`config.mk`:
```
export PLATFORM = sky130hd
export DESIGN_NAME = adc_sampler
export DESIGN_NICKNAME = d
export VERILOG_FILES = /design/src/rtl/adc_sampler_pkg.sv /design/src/rtl/adc_spi_rx.sv /design/src/rtl/adc_sampler.sv
export SDC_FILE = /design/constraint.sdc
export NUM_CORES = 1
export LEC_CHECK = 0
export ABC_AREA = 1
export CORE_MARGIN = 2
export CORE_UTILIZATION = 35
export DETAILED_ROUTE_END_ITERATION = 10
export SYNTH_ARGS = -nofsm -noshare
export SYNTH_HDL_FRONTEND = slang
export SYNTH_SLANG_ARGS = --single-unit
```
`constraint.sdc`:
```
create_clock -name clk -period 1.8 [get_ports clk]
set_input_delay 0.36 -clock clk [delete_from_list [all_inputs] [get_ports clk]]
set_output_delay 0.36 -clock clk [all_outputs]
set_load 0.01 [all_outputs]
```
`src/rtl/adc_sampler_pkg.sv`:
```
// Shared definitions for the ADC acquisition path: sequencer state encoding and
// the default conversion geometry also used by TemperatureCalculator's adc_data input.
package adc_sampler_pkg;

  localparam int ADC_DATA_W   = 16;
  localparam int ADC_CLK_DIV  = 4;
  localparam int ADC_AVG_LOG2 = 2;

  typedef enum logic [2:0] {
    IDLE     = 3'd0,
    CS_SETUP = 3'd1,
    SHIFT    = 3'd2,
    CS_HOLD  = 3'd3,
    DONE     = 3'd4
  } adc_state_t;

endpackage

```
`src/rtl/adc_spi_rx.sv`:
```
// Single-conversion serial receiver: sclk divider, cs_n framing and MSB-first
// shift register, started by a one-cycle start and reporting done at the end of CS_HOLD.
module adc_spi_rx
  import adc_sampler_pkg::*;
#(
  parameter int DATA_W  = ADC_DATA_W,
  parameter int CLK_DIV = ADC_CLK_DIV
) (
  input  logic              clk,
  input  logic              rst_n,
  input  logic              start,
  input  logic              sdo,
  output logic              cs_n,
  output logic              sclk,
  output logic [DATA_W-1:0] word,
  output logic              word_valid,
  output logic              done,
  output adc_state_t        phase_next
);

  localparam int DIV_W = $clog2(CLK_DIV);
  localparam int BIT_W = $clog2(2 * DATA_W);

  adc_state_t        phase_q, phase_d;
  logic [DIV_W-1:0]  div_q, div_d;
  logic [BIT_W-1:0]  bit_q, bit_d;
  logic              sclk_q, sclk_d;
  logic              cs_n_q, cs_n_d;
  logic [DATA_W-1:0] shift_q, shift_d;
  logic              half_end;
  logic              bit_last;

  assign half_end = (div_q == DIV_W'(CLK_DIV - 1));
  assign bit_last = (bit_q == BIT_W'(2 * DATA_W - 1));

  // Kept outside the next-state block so the parent can feed start back from done
  // without forming a combinational loop through one process.
  assign word_valid = (phase_q == SHIFT) && half_end && bit_last;
  assign done       = (phase_q == CS_HOLD) && half_end;

  always_comb begin
    // NOTE: every signal gets a default before the case so no path leaves one unassigned, which would infer a latch.
    phase_d = phase_q;
    div_d   = div_q;
    bit_d   = bit_q;
    sclk_d  = sclk_q;
    cs_n_d  = cs_n_q;
    shift_d = shift_q;

    if (phase_q != IDLE) begin
      div_d = half_end ? '0 : div_q + 1'b1;
    end

    case (phase_q)
      IDLE: begin
        if (start) begin
          phase_d = CS_SETUP;
          cs_n_d  = 1'b0;
          div_d   = '0;
        end
      end
      CS_SETUP: begin
        if (half_end) begin
          phase_d = SHIFT;
          sclk_d  = 1'b1;
          bit_d   = '0;
          shift_d = {shift_q[DATA_W-2:0], sdo};
        end
      end
      SHIFT: begin
        if (half_end) begin
          if (bit_last) begin
            phase_d = CS_HOLD;
            cs_n_d  = 1'b1;
          end else begin
            bit_d  = bit_q + 1'b1;
            sclk_d = ~sclk_q;
            // Capture on the edge that raises sclk; the ADC updates sdo on the fall.
            if (!sclk_q) begin
              shift_d = {shift_q[DATA_W-2:0], sdo};
            end
          end
        end
      end
      CS_HOLD: begin
        if (half_end) begin
          if (start) begin
            phase_d = CS_SETUP;
            cs_n_d  = 1'b0;
          end else begin
            phase_d = IDLE;
          end
        end
      end
      default: phase_d = IDLE;
    endcase
  end

  // NOTE: state registers use non-blocking assignments so every flop samples pre-edge values.
  always_ff @(posedge clk or negedge rst_n) begin
    if (!rst_n) begin
      phase_q <= IDLE;
      div_q   <= '0;
      bit_q   <= '0;
      sclk_q  <= 1'b0;
      cs_n_q  <= 1'b1;
      shift_q <= '0;
    end else begin
      phase_q <= phase_d;
      div_q   <= div_d;
      bit_q   <= bit_d;
      sclk_q  <= sclk_d;
      cs_n_q  <= cs_n_d;
      shift_q <= shift_d;
    end
  end

  assign cs_n       = cs_n_q;
  assign sclk       = sclk_q;
  assign word       = shift_q;
  assign phase_next = phase_d;

endmodule

```
`src/rtl/adc_sampler.sv`:
```
// Averaging front end: runs 2^AVG_LOG2 serial conversions back to back and
// presents their truncated mean on adc_data with a one-cycle data_valid.
module adc_sampler
  import adc_sampler_pkg::*;
#(
  parameter int DATA_W   = ADC_DATA_W,
  parameter int CLK_DIV  = ADC_CLK_DIV,
  parameter int AVG_LOG2 = ADC_AVG_LOG2
) (
  input  logic              clk,
  input  logic              rst_n,
  input  logic              start,
  input  logic              adc_sdo,
  output logic              adc_cs_n,
  output logic              adc_sclk,
  output logic [DATA_W-1:0] adc_data,
  output logic              data_valid,
  output logic              busy
);

  localparam int N     = 1 << AVG_LOG2;
  localparam int ACC_W = DATA_W + AVG_LOG2;
  localparam int CNT_W = (AVG_LOG2 > 0) ? AVG_LOG2 : 1;

  adc_state_t        state_q, state_d;
  logic [CNT_W-1:0]  conv_q, conv_d;
  logic [ACC_W-1:0]  acc_q, acc_d;
  logic [DATA_W-1:0] data_q, data_d;
  logic              valid_q, valid_d;
  logic              busy_q, busy_d;

  logic              rx_start;
  logic              rx_done;
  logic              rx_word_valid;
  logic [DATA_W-1:0] rx_word;
  adc_state_t        rx_phase_next;
  logic              last_conv;

  assign last_conv = (conv_q == CNT_W'(N - 1));
  assign rx_start  = ((state_q == IDLE) && start) || (rx_done && !last_conv);

  adc_spi_rx #(
    .DATA_W  (DATA_W),
    .CLK_DIV (CLK_DIV)
  ) u_rx (
    .clk        (clk),
    .rst_n      (rst_n),
    .start      (rx_start),
    .sdo        (adc_sdo),
    .cs_n       (adc_cs_n),
    .sclk       (adc_sclk),
    .word       (rx_word),
    .word_valid (rx_word_valid),
    .done       (rx_done),
    .phase_next (rx_phase_next)
  );

  always_comb begin
    state_d = state_q;
    conv_d  = conv_q;
    acc_d   = acc_q;
    data_d  = data_q;
    valid_d = 1'b0;

    case (state_q)
      IDLE: begin
        if (start) begin
          state_d = CS_SETUP;
          conv_d  = '0;
          acc_d   = '0;
        end
      end
      CS_SETUP, SHIFT, CS_HOLD: begin
        // The receiver owns the phase timing; this FSM follows it and decides when to stop.
        state_d = rx_phase_next;
        if (rx_word_valid) begin
          acc_d = acc_q + ACC_W'(rx_word);
        end
        if (rx_done) begin
          if (last_conv) begin
            state_d = DONE;
            data_d  = DATA_W'(acc_q >> AVG_LOG2);
            valid_d = 1'b1;
          end else begin
            conv_d = conv_q + 1'b1;
          end
        end
      end
      DONE:    state_d = IDLE;
      default: state_d = IDLE;
    endcase

    busy_d = (state_d != IDLE);
  end

  always_ff @(posedge clk or negedge rst_n) begin
    if (!rst_n) begin
      state_q <= IDLE;
      conv_q  <= '0;
      acc_q   <= '0;
      data_q  <= '0;
      valid_q <= 1'b0;
      busy_q  <= 1'b0;
    end else begin
      state_q <= state_d;
      conv_q  <= conv_d;
      acc_q   <= acc_d;
      data_q  <= data_d;
      valid_q <= valid_d;
      busy_q  <= busy_d;
    end
  end

  assign adc_data   = data_q;
  assign data_valid = valid_q;
  assign busy       = busy_q;

endmodule

```
==> flow_metrics.py <==
metrics = {
    "placed_design": {
        "io_buffer_count": 23,
        "dp_worst_setup_slack_ns": -0.05777,
        "placed_cells": 627,
        "globalplace.congestion": 0.8284,
        "dp_hpwl_mm": 5.911,
    },
    "power_and_ir_drop": {
        "ir_worst_vdd_v": 0.0003810,
        "power.switching_uw": 1726,
        "swShare_pct": 32.67,
        "power_density_nw_per_um2": 1073,
        "power.leakage_uw": 0.002384,
        "p_clk_share_pct": 31.5,
        "combPwrFrac_pct": 29.8,
        "power.internal_uw": 3558,
        "seqPwrFrac_pct": 38.7,
    },
    "run": {
        "cap_violations": 0,
    },
    "global_route": {
        "grt_pass1_vias": 3083,
        "grt_first_pass_wirelength_mm": 13.76,
        "grt_max_degree": 70,
        "grt-ovfl-total": 0,
        "grt_use_total_pct": 14.92,
        "antenna_found_initial": 0,
    },
    "cells_and_area": {
        "syn_to_final_growth_pct": 29.97,
        "layout.nets": 533,
        "layout_common_cells": "125 x nand2_1, 68 x dfrtp_1, 41 x inv_1",
        "stdcell_count": 649,
        "antenna_cells": 0,
        "final_util_pct": 47.30,
        "drive_gt1_share_pct": 27.10,
        "final_common_cell": "nand2_1",
        "fill_cells": 977,
    },
    "logic_synthesis": {
        "yosysTopAreaCellShare_pct": 44.88,
        "synth_area_um2": 3791,
        "synth_nets": 473,
        "synthCells": 448,
        "ys_types": 39,
        "ys_seq_area_share_pct": 45.58,
        "yosysTopAreaCell": "dfrtp_1",
        "yosys_warnings": 0,
        "avgSynthCellArea_um2": 8.462,
        "synth_seq_cells": 69,
        "synth_area_leaders": "dfrtp_1 45%, nand2_1 13%, ha_1 6.6%, inv_1 4.3%, nor2_1 3.4%",
    },
    "setup_path": {
        "path_cells": "ha_2 -> fa_2 -> nand2_2 -> nand3_4 -> nand3_2 -> nand2_4 -> nand2_1 -> nand3_2 -> nand2_1 -> nand2_1 -> o21ai_1",
        "crit_required_ns": 2.08,
        "critical_path.most_common_cell": "nand2_1",
        "crit_path_max_incr_delay_ns": 0.39,
        "worstSetupStartpointType": "flop",
        "worstSetupEndpointType": "flop",
        "cp_max_fo": 3,
        "worst_path_dominant_cell_family": "simple AND/OR/NAND/NOR gates",
        "critPathKind": "flop to flop",
        "arrival_ns": 2.07,
        "cp_num_buf_inv": 0,
        "critPathSlowestCell": "dfrtp_1",
    },
    "worst_hold_path": {
        "hold_path.class": "input pin to async pin",
    },
    "timing": {
        "rsz0062_at_grt": "yes",
        "max_freq_ghz": 0.5591,
        "drv_slew": 0,
        "layout_setup_ws_ns": 0.01152,
        "post-route-min-period_ns": 1.788,
        "setup_violations": 0,
        "skew_ns": 0.009243,
        "fin_crit_sh_pct": 99.36,
        "hold_viol": 0,
    },
    "route": {
        "drc": 0,
        "wl_per_cell_um": 12.94,
        "ant_nets": 0,
        "post_drt_via_cell_ratio": 4.832,
        "finalWirelength_mm": 8.400,
        "drtPass1Iterations": 4,
        "vias": 3136,
        "drt_iter0_markers": 137,
    },
    "clocking": {
        "cts_tree": "done",
        "clock-sinks": 69,
        "path_clk_slew_ns": 0.07,
        "root_buffer": "clkbuf_8",
        "htreeDepth": 3,
        "insertion_delay_ns": 0.35,
        "clock_path_buffers": 2,
        "numCtsBuffers": 9,
    },
    "floorplan": {
        "placementRows": 37,
        "dieArea_um2": 11680,
        "ios": 24,
        "initial_core_util_pct": 36.40,
        "core-area_um2": 10420,
        "die_y_um": 108.1,
        "fp.dieW_um": 108.1,
    },
    "outcome": {
        "status": "finished, final reports clean",
    },
}
## final timing paths
check	slack, ns	depth (start not counted)	to	startpoint
max in group asynchronous	1.44	2	u_rx.cs_n	rst_n
setup reg to reg	0.01	11	acc_q[10]	acc_q[0]
setup / recovery	0.01	11	acc_q[10]	acc_q[0]
hold / removal	0.02	2	u_rx.bit_q[0]	rst_n
min in group clk	0.47	2	u_rx.cs_n	u_rx.cs_n
hold reg to reg	0.47	2	u_rx.cs_n	u_rx.cs_n
## layer usage
layer  track usage (%)  vias to the layer above  wire (um)
met5                 0                        -          0
met4             7.234                        0        189
met3             2.170                       12        243
met2             23.32                       48       3998
met1             20.28                     1490       3970
li1                  -                     1586          -
## final cells by class
type	count	area [um^2]	area share [%]
Multi-Input combinational cell	322	2046	41.52
Inverter	50	195.2	3.961
Timing Repair Buffer	56	526.8	10.69
Sequential cell	69	1728	35.07
Tap cell	136	170.2	3.454
Clock inverter	7	137.6	2.793
Clock buffer	9	123.9	2.514
## registers in the layout, summed over array words and instances (netlist names)
signal and flops:
acc_q 18, conv_q 2, state_q 3, u_rx.bit_q 5
busy 1, u_rx.sclk 1, adc_data 16, u_rx.div_q 2
u_rx.phase_q 3, u_rx.word 16, u_rx.cs_n 1, data_valid 1
## cell usage after synthesis
cell and count:
nand2_1 131, dfrtp_1 68, inv_1 43, nor2_1 34
nand3_1 23, a21oi_1 20, ha_1 20, o21ai_0 15
o21ai_2 14, a21oi_2 8, nor3_1 8, o21ai_1 7
buf_6 6, inv_2 6, o22ai_1 6, nor2_2 4
nand2_2 3, nand3b_1 3, nand4_1 3, a22o_1 2
nand2_4 2, nor2_8 2, o21a_1 2, xnor2_1 2
xor2_1 2, a21o_1 1, and2_1 1, buf_4 1
clkinv_1 1, conb_1 1, dfstp_2 1, fa_1 1
nand3_2 1, nand3_4 1, nand4_2 1, nor2_4 1
o211ai_1 1, o21ai_4 1, o31ai_1 1
## through the flow
stage          TNS (ns)  instance area (um^2)  power [uW]  hold WS (ns)
4_1_cts               0                  4618        5122       0.03366
3_3_place_gp   -0.02971                  4339        3395        0.4097
5_1_grt          -1.727                  4927        5626       0.05415
6_report              0                  4927        5285       0.01841
3_5_place_dp    -0.2632                  4339        3435        0.4201
2_1_floorplan         0                  3791        2935       0.06441
## cells by family (layout without fill, tap and decap cells)
logic type / after synthesis / after routing / synth area share, %
flip-flops: 69 / 69 / 45.58
other: 1 / 1 / 0.09891
AO/OA/AOI/OAI: 78 / 78 / 13.50
AND/OR/NAND/NOR: 218 / 218 / 25.84
XOR/XNOR: 4 / 4 / 0.9243
buffers and inverters: 57 / 122 / 6.930
adder cells (fa/ha/maj): 21 / 21 / 7.129
## power groups by stage
stage	registers, uW	logic (uW)	clock network, uW
floorplan	1990	945	0
global placement	2030	1360	0
detailed placement	2040	1400	0
CTS	2010	1410	1710
global route	2080	1770	1770
finish	2040	1570	1670
## timing repair
action,4_1_cts,5_1_grt
hold buffers,0,0
setup endpoints to repair,9,32
buffers inserted,0,5
gates resized for setup,6,57
gates cloned,0,1
pin swaps,2,9
No activity file was read; power rests on OpenSTA's default activity.
